$ cat config.mk
export PLATFORM = sky130hd
export DESIGN_NAME = lsu_apb_master_flat
export DESIGN_NICKNAME = d
export VERILOG_FILES = /design/src/rtl/lsu_pkg.sv /design/src/rtl/lsu_apb_master_if.sv /design/src/rtl/lsu_apb_master_align.sv /design/src/rtl/lsu_apb_master.sv /design/src/flat_wrapper.sv
export SDC_FILE = /design/constraint.sdc
export NUM_CORES = 1
export LEC_CHECK = 0
export CAP_MARGIN = 5
export CORE_UTILIZATION = 47
export DETAILED_ROUTE_END_ITERATION = 6
export PLACE_DENSITY_LB_ADDON = 0.2
export SLEW_MARGIN = 30
export SYNTH_ARGS = -nofsm -noshare
export SYNTH_HDL_FRONTEND = slang
export SYNTH_HIERARCHICAL = 1
export SYNTH_SLANG_ARGS = --single-unit
$ cat constraint.sdc
create_clock -name clk_i -period 3.2 [get_ports clk_i]
set_input_delay 0.64 -clock clk_i [delete_from_list [all_inputs] [get_ports clk_i]]
set_output_delay 0.64 -clock clk_i [all_outputs]
set_load 0.01 [all_outputs]
$ cat src/rtl/lsu_pkg.sv
// Shared types and constants for the load/store unit's APB data-bank front-end.
package lsu_pkg;

  typedef enum logic [1:0] {
    IDLE = 2'd0,
    RD   = 2'd1,
    WR   = 2'd2,
    RESP = 2'd3
  } lsu_state_e;

  // Access size is funct3[1:0]; funct3[2] selects zero-extension for loads.
  typedef enum logic [1:0] {
    SZ_BYTE = 2'b00,
    SZ_HALF = 2'b01,
    SZ_WORD = 2'b10,
    SZ_BAD  = 2'b11
  } lsu_size_e;

  localparam logic [2:0] LB  = 3'b000;
  localparam logic [2:0] LH  = 3'b001;
  localparam logic [2:0] LW  = 3'b010;
  localparam logic [2:0] LBU = 3'b100;
  localparam logic [2:0] LHU = 3'b101;
  localparam logic [2:0] SB  = 3'b000;
  localparam logic [2:0] SH  = 3'b001;
  localparam logic [2:0] SW  = 3'b010;

  localparam logic [2:0] BANK_WORD = 3'b010;

  function automatic lsu_size_e size_of(input logic [2:0] funct3);
    return lsu_size_e'(funct3[1:0]);
  endfunction

endpackage

$ cat src/rtl/lsu_apb_master_if.sv
// Request/response handshake from the MEM stage plus the word-wide data-bank port.
interface lsu_apb_master_if #(
  parameter int DMEM_ADDR = 9
) ();

  logic                 req_valid_i;
  logic                 req_ready_o;
  logic                 req_we_i;
  logic [2:0]           req_funct3_i;
  logic [31:0]          req_addr_i;
  logic [31:0]          req_wdata_i;

  logic                 rsp_valid_o;
  logic                 rsp_ready_i;
  logic [31:0]          rsp_rdata_o;
  logic                 rsp_err_o;

  logic [DMEM_ADDR-1:0] paddr_o;
  logic                 penable_o;
  logic                 pwrite_o;
  logic [31:0]          pwdata_o;
  logic [2:0]           pfunct_code_o;
  logic [31:0]          prdata_i;

  modport master (
    input  req_valid_i, req_we_i, req_funct3_i, req_addr_i, req_wdata_i,
    input  rsp_ready_i, prdata_i,
    output req_ready_o, rsp_valid_o, rsp_rdata_o, rsp_err_o,
    output paddr_o, penable_o, pwrite_o, pwdata_o, pfunct_code_o
  );

  modport slave (
    output req_valid_i, req_we_i, req_funct3_i, req_addr_i, req_wdata_i,
    output rsp_ready_i, prdata_i,
    input  req_ready_o, rsp_valid_o, rsp_rdata_o, rsp_err_o,
    input  paddr_o, penable_o, pwrite_o, pwdata_o, pfunct_code_o
  );

endinterface

$ cat src/rtl/lsu_apb_master_align.sv
// Byte-lane alignment: request legality check, load extract/extend, store merge.
module lsu_align
  import lsu_pkg::*;
#(
  parameter int DMEM_W = 11
) (
  input  logic        chk_we,
  input  logic [2:0]  chk_funct3,
  input  logic [31:0] chk_addr,
  output logic        chk_err,

  input  logic [2:0]  funct3,
  input  logic [1:0]  offset,
  input  logic [31:0] word,
  input  logic [31:0] wdata,
  output logic [31:0] load_data,
  output logic [31:0] merge_data
);

  logic [31:0] shifted;

  // NOTE: every output of a combinational block gets a default first, so no path leaves it unassigned (no latch).
  always_comb begin
    chk_err = 1'b0;
    case (chk_funct3)
      LB, LH, LW, LBU, LHU: chk_err = 1'b0;
      default:              chk_err = 1'b1;
    endcase
    if (chk_we && chk_funct3[2])                                chk_err = 1'b1;
    if (size_of(chk_funct3) == SZ_HALF && chk_addr[0])          chk_err = 1'b1;
    if (size_of(chk_funct3) == SZ_WORD && chk_addr[1:0] != 2'b00) chk_err = 1'b1;
    if (|chk_addr[31:DMEM_W])                                   chk_err = 1'b1;
  end

  always_comb begin
    shifted   = word;
    load_data = word;
    case (size_of(funct3))
      SZ_BYTE: begin
        shifted   = word >> {offset, 3'b000};
        load_data = funct3[2] ? {24'h0, shifted[7:0]} : {{24{shifted[7]}}, shifted[7:0]};
      end
      SZ_HALF: begin
        shifted   = word >> {offset[1], 4'b0000};
        load_data = funct3[2] ? {16'h0, shifted[15:0]} : {{16{shifted[15]}}, shifted[15:0]};
      end
      default: load_data = word;
    endcase
  end

  always_comb begin
    merge_data = word;
    case (size_of(funct3))
      SZ_BYTE: merge_data[{offset, 3'b000} +: 8]     = wdata[7:0];
      SZ_HALF: merge_data[{offset[1], 4'b0000} +: 16] = wdata[15:0];
      default: merge_data = wdata;
    endcase
  end

endmodule

$ cat src/rtl/lsu_apb_master.sv
// LSU data-bank master: one outstanding load/store, sub-word stores done as read-modify-write.
module lsu_apb_master
  import lsu_pkg::*;
#(
  parameter int DMEM_W    = 11,
  parameter int DMEM_ADDR = 9
) (
  input  logic               clk_i,
  input  logic               rst_i,
  lsu_apb_master_if.master   bus
);

  lsu_state_e        state_q, state_d;
  logic              we_q;
  logic [2:0]        funct3_q;
  logic [DMEM_W-1:0] addr_q;
  logic [31:0]       wdata_q;
  logic [31:0]       word_q;
  logic [31:0]       rdata_q;
  logic              err_q;

  logic              accept;
  logic              chk_err;
  logic [31:0]       align_word;
  logic [31:0]       load_data;
  logic [31:0]       merge_data;

  assign accept     = (state_q == IDLE) && bus.req_valid_i;
  // Loads extract straight from the bank word so the result is ready at the RD edge.
  assign align_word = (state_q == RD) ? bus.prdata_i : word_q;

  lsu_align #(.DMEM_W(DMEM_W)) u_align (
    .chk_we     (bus.req_we_i),
    .chk_funct3 (bus.req_funct3_i),
    .chk_addr   (bus.req_addr_i),
    .chk_err    (chk_err),
    .funct3     (funct3_q),
    .offset     (addr_q[1:0]),
    .word       (align_word),
    .wdata      (wdata_q),
    .load_data  (load_data),
    .merge_data (merge_data)
  );

  always_comb begin
    state_d = state_q;
    case (state_q)
      IDLE: begin
        if (accept) begin
          if (chk_err)                                                state_d = RESP;
          else if (!bus.req_we_i || size_of(bus.req_funct3_i) != SZ_WORD) state_d = RD;
          else                                                        state_d = WR;
        end
      end
      RD:      state_d = we_q ? WR : RESP;
      WR:      state_d = RESP;
      RESP:    if (bus.rsp_ready_i) state_d = IDLE;
      default: state_d = IDLE;
    endcase
  end

  // NOTE: sequential state uses non-blocking assignments so every register samples pre-edge values.
  always_ff @(posedge clk_i) begin
    if (rst_i) begin
      state_q <= IDLE;
      err_q   <= 1'b0;
      rdata_q <= '0;
    end else begin
      state_q <= state_d;
      if (accept) begin
        err_q   <= chk_err;
        rdata_q <= '0;
      end else if (state_q == RD && !we_q) begin
        rdata_q <= load_data;
      end
    end
  end

  // NOTE: pure datapath registers carry no reset; they are always written before being consumed.
  always_ff @(posedge clk_i) begin
    if (accept) begin
      we_q     <= bus.req_we_i;
      funct3_q <= bus.req_funct3_i;
      addr_q   <= bus.req_addr_i[DMEM_W-1:0];
      wdata_q  <= bus.req_wdata_i;
    end
    if (state_q == RD) word_q <= bus.prdata_i;
  end

  assign bus.req_ready_o   = (state_q == IDLE);
  assign bus.rsp_valid_o   = (state_q == RESP);
  assign bus.rsp_err_o     = (state_q == RESP) && err_q;
  assign bus.rsp_rdata_o   = (state_q == RESP) ? rdata_q : 32'h0;

  // Bank strobes are gated by reset so an interrupted RMW never lands.
  assign bus.penable_o     = ((state_q == RD) || (state_q == WR)) && !rst_i;
  assign bus.pwrite_o      = (state_q == WR) && !rst_i;
  assign bus.paddr_o       = addr_q[DMEM_W-1:2];
  assign bus.pwdata_o      = merge_data;
  assign bus.pfunct_code_o = BANK_WORD;

endmodule

$ cat src/flat_wrapper.sv
// flat-port wrapper written by rule: the top's interface ports become plain ports
module lsu_apb_master_flat import lsu_pkg::*;
#(
  parameter int DMEM_W    = 11,
  parameter int DMEM_ADDR = 9
)
  (clk_i, rst_i, bus_req_valid_i, bus_req_we_i, bus_req_funct3_i, bus_req_addr_i, bus_req_wdata_i, bus_rsp_ready_i, bus_prdata_i, bus_req_ready_o, bus_rsp_valid_o, bus_rsp_rdata_o, bus_rsp_err_o, bus_paddr_o, bus_penable_o, bus_pwrite_o, bus_pwdata_o, bus_pfunct_code_o);
  lsu_apb_master_if #(.DMEM_ADDR(DMEM_ADDR)) bus_i ();
  input  logic clk_i;
  input  logic rst_i;
  input wire logic [$bits(bus_i.req_valid_i)-1:0] bus_req_valid_i;
  input wire logic [$bits(bus_i.req_we_i)-1:0] bus_req_we_i;
  input wire logic [$bits(bus_i.req_funct3_i)-1:0] bus_req_funct3_i;
  input wire logic [$bits(bus_i.req_addr_i)-1:0] bus_req_addr_i;
  input wire logic [$bits(bus_i.req_wdata_i)-1:0] bus_req_wdata_i;
  input wire logic [$bits(bus_i.rsp_ready_i)-1:0] bus_rsp_ready_i;
  input wire logic [$bits(bus_i.prdata_i)-1:0] bus_prdata_i;
  output wire logic [$bits(bus_i.req_ready_o)-1:0] bus_req_ready_o;
  output wire logic [$bits(bus_i.rsp_valid_o)-1:0] bus_rsp_valid_o;
  output wire logic [$bits(bus_i.rsp_rdata_o)-1:0] bus_rsp_rdata_o;
  output wire logic [$bits(bus_i.rsp_err_o)-1:0] bus_rsp_err_o;
  output wire logic [$bits(bus_i.paddr_o)-1:0] bus_paddr_o;
  output wire logic [$bits(bus_i.penable_o)-1:0] bus_penable_o;
  output wire logic [$bits(bus_i.pwrite_o)-1:0] bus_pwrite_o;
  output wire logic [$bits(bus_i.pwdata_o)-1:0] bus_pwdata_o;
  output wire logic [$bits(bus_i.pfunct_code_o)-1:0] bus_pfunct_code_o;
  assign bus_i.req_valid_i = bus_req_valid_i;
  assign bus_i.req_we_i = bus_req_we_i;
  assign bus_i.req_funct3_i = bus_req_funct3_i;
  assign bus_i.req_addr_i = bus_req_addr_i;
  assign bus_i.req_wdata_i = bus_req_wdata_i;
  assign bus_i.rsp_ready_i = bus_rsp_ready_i;
  assign bus_i.prdata_i = bus_prdata_i;
  assign bus_req_ready_o = bus_i.req_ready_o;
  assign bus_rsp_valid_o = bus_i.rsp_valid_o;
  assign bus_rsp_rdata_o = bus_i.rsp_rdata_o;
  assign bus_rsp_err_o = bus_i.rsp_err_o;
  assign bus_paddr_o = bus_i.paddr_o;
  assign bus_penable_o = bus_i.penable_o;
  assign bus_pwrite_o = bus_i.pwrite_o;
  assign bus_pwdata_o = bus_i.pwdata_o;
  assign bus_pfunct_code_o = bus_i.pfunct_code_o;
  lsu_apb_master #(.DMEM_W(DMEM_W), .DMEM_ADDR(DMEM_ADDR)) u_core (.clk_i(clk_i), .rst_i(rst_i), .bus(bus_i));
endmodule
Word level (Yosys, flattened, before mapping)
Index checks and enable logic that the tools add are counted.

Add/subtract/negate cells: 2. Eq/ne operators: 13. Shifts and indexed selects: 6. Multiplexer cells: 19. Reduce and logical (&&, ||, !) cells: 21.

Operators with widths (number): 2-to-1 mux 32 bit (4); case mux 32 bit (2 select lines) (2); bitwise mux 32 bit (2); variable shift 16 x 7 -> 32 bit, first input constant (1); variable shift 8 x 7 -> 32 bit, first input constant (1); variable part select 16 x 7 -> 32 bit (1); variable part select 8 x 7 -> 32 bit (1); >> shifter 32 x 5 -> 16 bit (1); >> shifter 32 x 5 -> 8 bit (1); OR reduction 21 bit (1); negator 5 -> 7 bit (2); logical AND 1 bit (8); 2-to-1 mux 2 bit (4); case mux 2 bit (4 select lines) (1); == test 2 x 1 -> 1 bit, second input constant (3); == test 2 bit, second input constant (3); == test 3 bit, second input constant (2); 2-to-1 mux 1 bit (6); OR reduction 5 bit (1); logical NOT 2 bit (2); inequality test 2 bit, second input constant (2); == test 3 x 1 -> 1 bit, second input constant (1); == test 3 x 2 -> 1 bit, second input constant (1); logical NOT 1 bit (3); 6 further kinds (7).

Bits in registers: 114. Output and inout bits: 81.

Logic depth before layout (Yosys ltp)
Depth after elaboration: 10. Gate-level depth with buffers: 11. Mapped depth without buffers: 8.

Cells and area by module
The synthesis kept the hierarchy.

Modules (own cells, without submodules): lsu_apb_master (times used 1, cells each 337, area each 4251.6 µm²); lsu_align (times used 1, cells each 240, area each 1709.1 µm²).

Worst setup path after synthesis
Ideal clock, no wire load.

Path type: register -> output. Start: register u_core.addr_q[1]. End: output bus_pwdata_o[16]. Data arrival time: 1931 ps. Data required time: 2560 ps. Setup slack: 629 ps. Cell stages (with the launch flop): 8. Path through: edfxtp_1 buf_6 inv_4 buf_6 ha_1 nor2_1 a32o_2 a221o_1.

Longest elaborated chain between the ends: 4. Elaborated cells on any way between the ends: 9. Those cells by class: add/sub: 2; shift: 4; mux: 3.

RTL lines: start: declaration (RTL line lsu_apb_master.sv:16) `logic [DMEM_W-1:0] addr_q;`; start signal: assignment (RTL line lsu_apb_master.sv:84) `addr_q <= bus.req_addr_i[DMEM_W-1:0];`; negator 5 -> 7 bit, on equally long branches (RTL line lsu_apb_master_align.sv:55, lsu_apb_master_align.sv:54); variable part select 16 x 7 -> 32 bit, or another cell as far along (RTL line lsu_apb_master_align.sv:55) `SZ_HALF: merge_data[{offset[1], 4'b0000} +: 16] = wdata[15:0];`; bitwise mux 32 bit, on equally long branches (RTL line lsu_apb_master_align.sv:55, lsu_apb_master_align.sv:54); case mux 32 bit (2 select lines) (*) (RTL line lsu_apb_master_align.sv:53) `case (size_of(funct3))`; end: declaration (RTL line flat_wrapper.sv:25) `output wire logic [$bits(bus_i.pwdata_o)-1:0] bus_pwdata_o;`.

Mark *: on every way between the ends. The rest lies on a longest branch, timed or not.

Worst setup path in the final report
Start: register u_core.addr_q[1]. End: output bus_pwdata_o[2].

The elaborated chain is that of the path after synthesis.

==> run_results.csv <==
group,metric,value,unit
worst_setup_path,r2r_end,"u_core/rdata_q[30]",
die,die_w,115,um
global_route,top_usage_layer,"met2",
global_route,met3_usage,8.31,%
power,peakVddDrop,0.564,mV
cells_and_area,fin_area,0.00879,sq mm
timing,finalHoldViolCount,0,
drt,drc,0,
clock_network,clk_latency,0.42,ns
timing,post-route-min-period,3.14,ns
cells_and_area,fin_cells,952,
power,power.density,887,mW/mm^2
drt,via_per_inst,5.60,
clock_network,cts.path.max_buffers,2,
timing,finalCritPeriodShare,98.3,%
cells_and_area,final_layout_size_suffix_gt1_share,20.9,%
status,status,"finished, final reports clean",
die,die_y,115,um
power,comb_power_share,47.2,%
worst_setup_path,reg2regPathDepth,9,
worst_setup_path,cp-startpoint,"u_core/addr_q[1]",
cells_and_area,num_antenna_cells,0,
global_route,grt_util_met2,46.7,%
clock_network,numClockSinks,114,
cells_and_area,seqCellArea,0.00276,sq mm
die,coreArea,0.0122,sq mm
timing,tightest_slew,0.621,ns
place,placed_area,0.00790,sq mm
synthesis,synthTopCellsByArea,"edfxtp_1 (24%), dfxtp_1 (23%), mux2_2 (6.2%), nand2_1 (6.2%), a21oi_2 (4.4%)",
clock_network,cts_root_buffer,"clkbuf_16",
die,rows,40,
clock_network,cts_tree,"done",
clock_network,cts_buffers,17,
die,die_area,0.0131,sq mm
worst_setup_path,rrSetupSlack,0.63,ns
clock_network,clk_pin_slew_worst_paths,0.05,ns
synthesis,ys_seq_area_share,46.2,%
cells_and_area,fill_cells,917,
power,clock_power_share,25.0,%
synthesis,synth_cell_types,54,
power,p_leak,3.35,nW
drt,ant_nets,0,
global_route,grt_pass1_vias,5381,
synthesis,syn_area,0.00596,sq mm
drt,drtIter0Drc,473,
place,place_congestion,0.928,
timing,tns,0,ns
timing,fin_skew,0.00618,ns
worst_setup_path,crit_arrival,2.50,ns
power,internal_power,0.00497,W
global_route,grt_max_degree,36,
worst_setup_path,path_max_fanout,5,
timing,clock.fmax,0.318,GHz
worst_setup_path,start_kind,"flop",
cells_and_area,multiInputGateArea,0.00299,sq mm
timing,slew_headroom,58.6,%
worst_setup_path,path_class,"reg -> out",
synthesis,synth_ff_type,"dfxtp_1",
synthesis,syn_inst,577,
global_route,gr-total-overflow,0,
timing,rsz0062_at_grt,"yes",
hold_path,worstHoldPathType,"reg -> reg",
power,switching_share,36.2,%
die,initial_core_util,49.0,%
power,p_sw,0.00283,W
flow_run,cap_violations,0,
global_route,grt_pass1_wl,28400,um
synthesis,ys_warn_count,6,
global_route,grt_usage,29.1,%
worst_setup_path,cp-end-kind,"output pin",
place,place_inst,905,
timing,setup_viol,0,
drt,finalWirelength,18100,um
drt,vias,5332,
clock_network,ctsHoldBuffers,0,
worst_setup_path,regToRegStartpoint,"u_core/state_q[1]",
global_route,antenna_found_initial,0,
clock_network,htree_levels,4,
die,io_pins,185,
place,dpl.hpwl,12900,um
drt,first_pass_iters,5,
synthesis,synthArstFlopShare,0,%
synthesis,synth_enable_flop_cells,47,
place,portBuffers,181,
worst_setup_path,crit_end,"bus_pwdata_o[2]",
synthesis,ys_ff_latch,114,
cells_and_area,syn2layout_area_growth,47.5,%
synthesis,synth_top_area_share,23.7,%
synthesis,avgSynthCellArea,10.3,sq um
global_route,use_met1,35.5,%
synthesis,yosys.area.top_type,"edfxtp_1",
drt,wl_per_cell,19.0,um
timing,slew_viol_final,0,
worst_setup_path,cp.required,2.56,ns
cells_and_area,layout.nets,885,
power,seqPwrFrac,27.8,%
## cell families after synthesis
family          Yosys count  share of synthesized area, %
other cells               2                         0.126
compound gates          144                          19.9
mux                      51                          9.34
fa+ha+maj                10                          2.10
buf+inv                  57                          5.92
flops                   114                          46.2
simple gates            199                          16.4
## per-stage QoR
stage / utilization [%] / hold slack [ns] / total power (W) / worst slack, ns
after global placement: 64.9 / 0.446 / 0.00557 / 0.149
final: 72.3 / 0.464 / 0.00780 / 0.0559
after CTS: 71.7 / 0.463 / 0.00773 / 0.00342
after global routing: 72.3 / 0.481 / 0.00817 / -0.00292
after floorplan: - / 0.428 / 0.00426 / 0.629
after detailed placement: 64.9 / 0.456 / 0.00563 / 0.0449
## critical path: stages, from the launching register on
cell             delay, ns
edfxtp_1              0.48
inv_4                 0.12
ha_2                  0.30
nor4b_2               0.28
a211o_2               0.22
a22o_1                0.14
clkdlybuf4s50_1       0.54
## registers in the layout (all words and copies together) (netlist names)
name and cells:
u_core/rdata_q 32, u_core/wdata_q 32, u_core/word_q 32, u_core/addr_q 11, u_core/funct3_q 3, u_core/state_q 2, u_core/err_q 1, u_core/we_q 1
## power groups by stage
stage | clock network, W | logic, W | registers (W)
2_1_floorplan | 0 | 0.00215 | 0.00211
3_3_place_gp | 0 | 0.00341 | 0.00216
3_5_place_dp | 0 | 0.00345 | 0.00218
4_1_cts | 0.00198 | 0.00359 | 0.00217
5_1_grt | 0.00204 | 0.00392 | 0.00221
6_report | 0.00195 | 0.00368 | 0.00217
## cells in the mapped netlist (14+ instances only)
cell	n
nand2_1	99
dfxtp_1	67
edfxtp_1	47
and2_1	42
mux2_2	33
a21oi_2	30
a221o_1	22
a22o_1	22
o21ai_0	19
buf_4	17
mux2i_1	17
buf_2	15
nor2b_1	15
nor2_1	14
## what timing repair did
| action | CTS | global route |
|---|---|---|
| gates cloned | 2 | 0 |
| resized for setup | 49 | 20 |
| setup buffers | 9 | 4 |
| endpoints found under the setup margin | 31 | 15 |
| pin swaps | 3 | 2 |
## cell usage in the layout (no fill, tap or decap), drive strengths merged, types with 3 or more instances in the layout
| cell | count |
|---|---|
| a211oi | 3 |
| a21oi | 38 |
| a221o | 22 |
| a22o | 22 |
| a22oi | 6 |
| a41oi | 8 |
| and2 | 43 |
| buf | 40 |
| clkbuf | 26 |
| clkdlybuf4s15 | 5 |
| clkdlybuf4s50 | 151 |
| clkinv | 5 |
| conb | 3 |
| dfxtp | 67 |
| dlygate4sd2 | 18 |
| dlymetal6s2s | 5 |
| edfxtp | 47 |
| ha | 10 |
| inv | 8 |
| mux2 | 34 |
| mux2i | 17 |
| nand2 | 99 |
| nand3 | 4 |
| nor2 | 15 |
| nor2b | 15 |
| nor3 | 6 |
| nor4 | 5 |
| nor4b | 3 |
| o211ai | 9 |
| o21ai | 21 |
| o221ai | 8 |
## metal layers
metal	part of all wire, %	routed length, um	up-vias
met5	0	0	-
met4	3.9	715	0
met3	8.9	1610	46
met2	47	8540	293
met1	40	7260	2516
li1	-	-	2477
## how the worst min path moves through the flow
stage	end	startpoint	cells past startpoint
after floorplan	u_core/rdata_q[0]	u_core/rdata_q[0]	2
after global placement	u_core/rdata_q[0]	u_core/rdata_q[0]	2
after detailed placement	u_core/rdata_q[4]	u_core/rdata_q[4]	2
after CTS	u_core/rdata_q[4]	u_core/rdata_q[4]	2
after global routing	u_core/rdata_q[12]	u_core/rdata_q[12]	2
final	u_core/rdata_q[4]	u_core/rdata_q[4]	2
## cell type report
| type | instances | area share, % |
|---|---|---|
| multi-input cells | 407 | 34.0 |
| clock buffers | 24 | 5.96 |
| inverters | 8 | 0.370 |
| clock inverters | 8 | 1.10 |
| well taps | 168 | 2.39 |
| repair buffers | 223 | 24.8 |
| flip-flops and latches | 114 | 31.3 |
(Power assumes the default switching activity.)
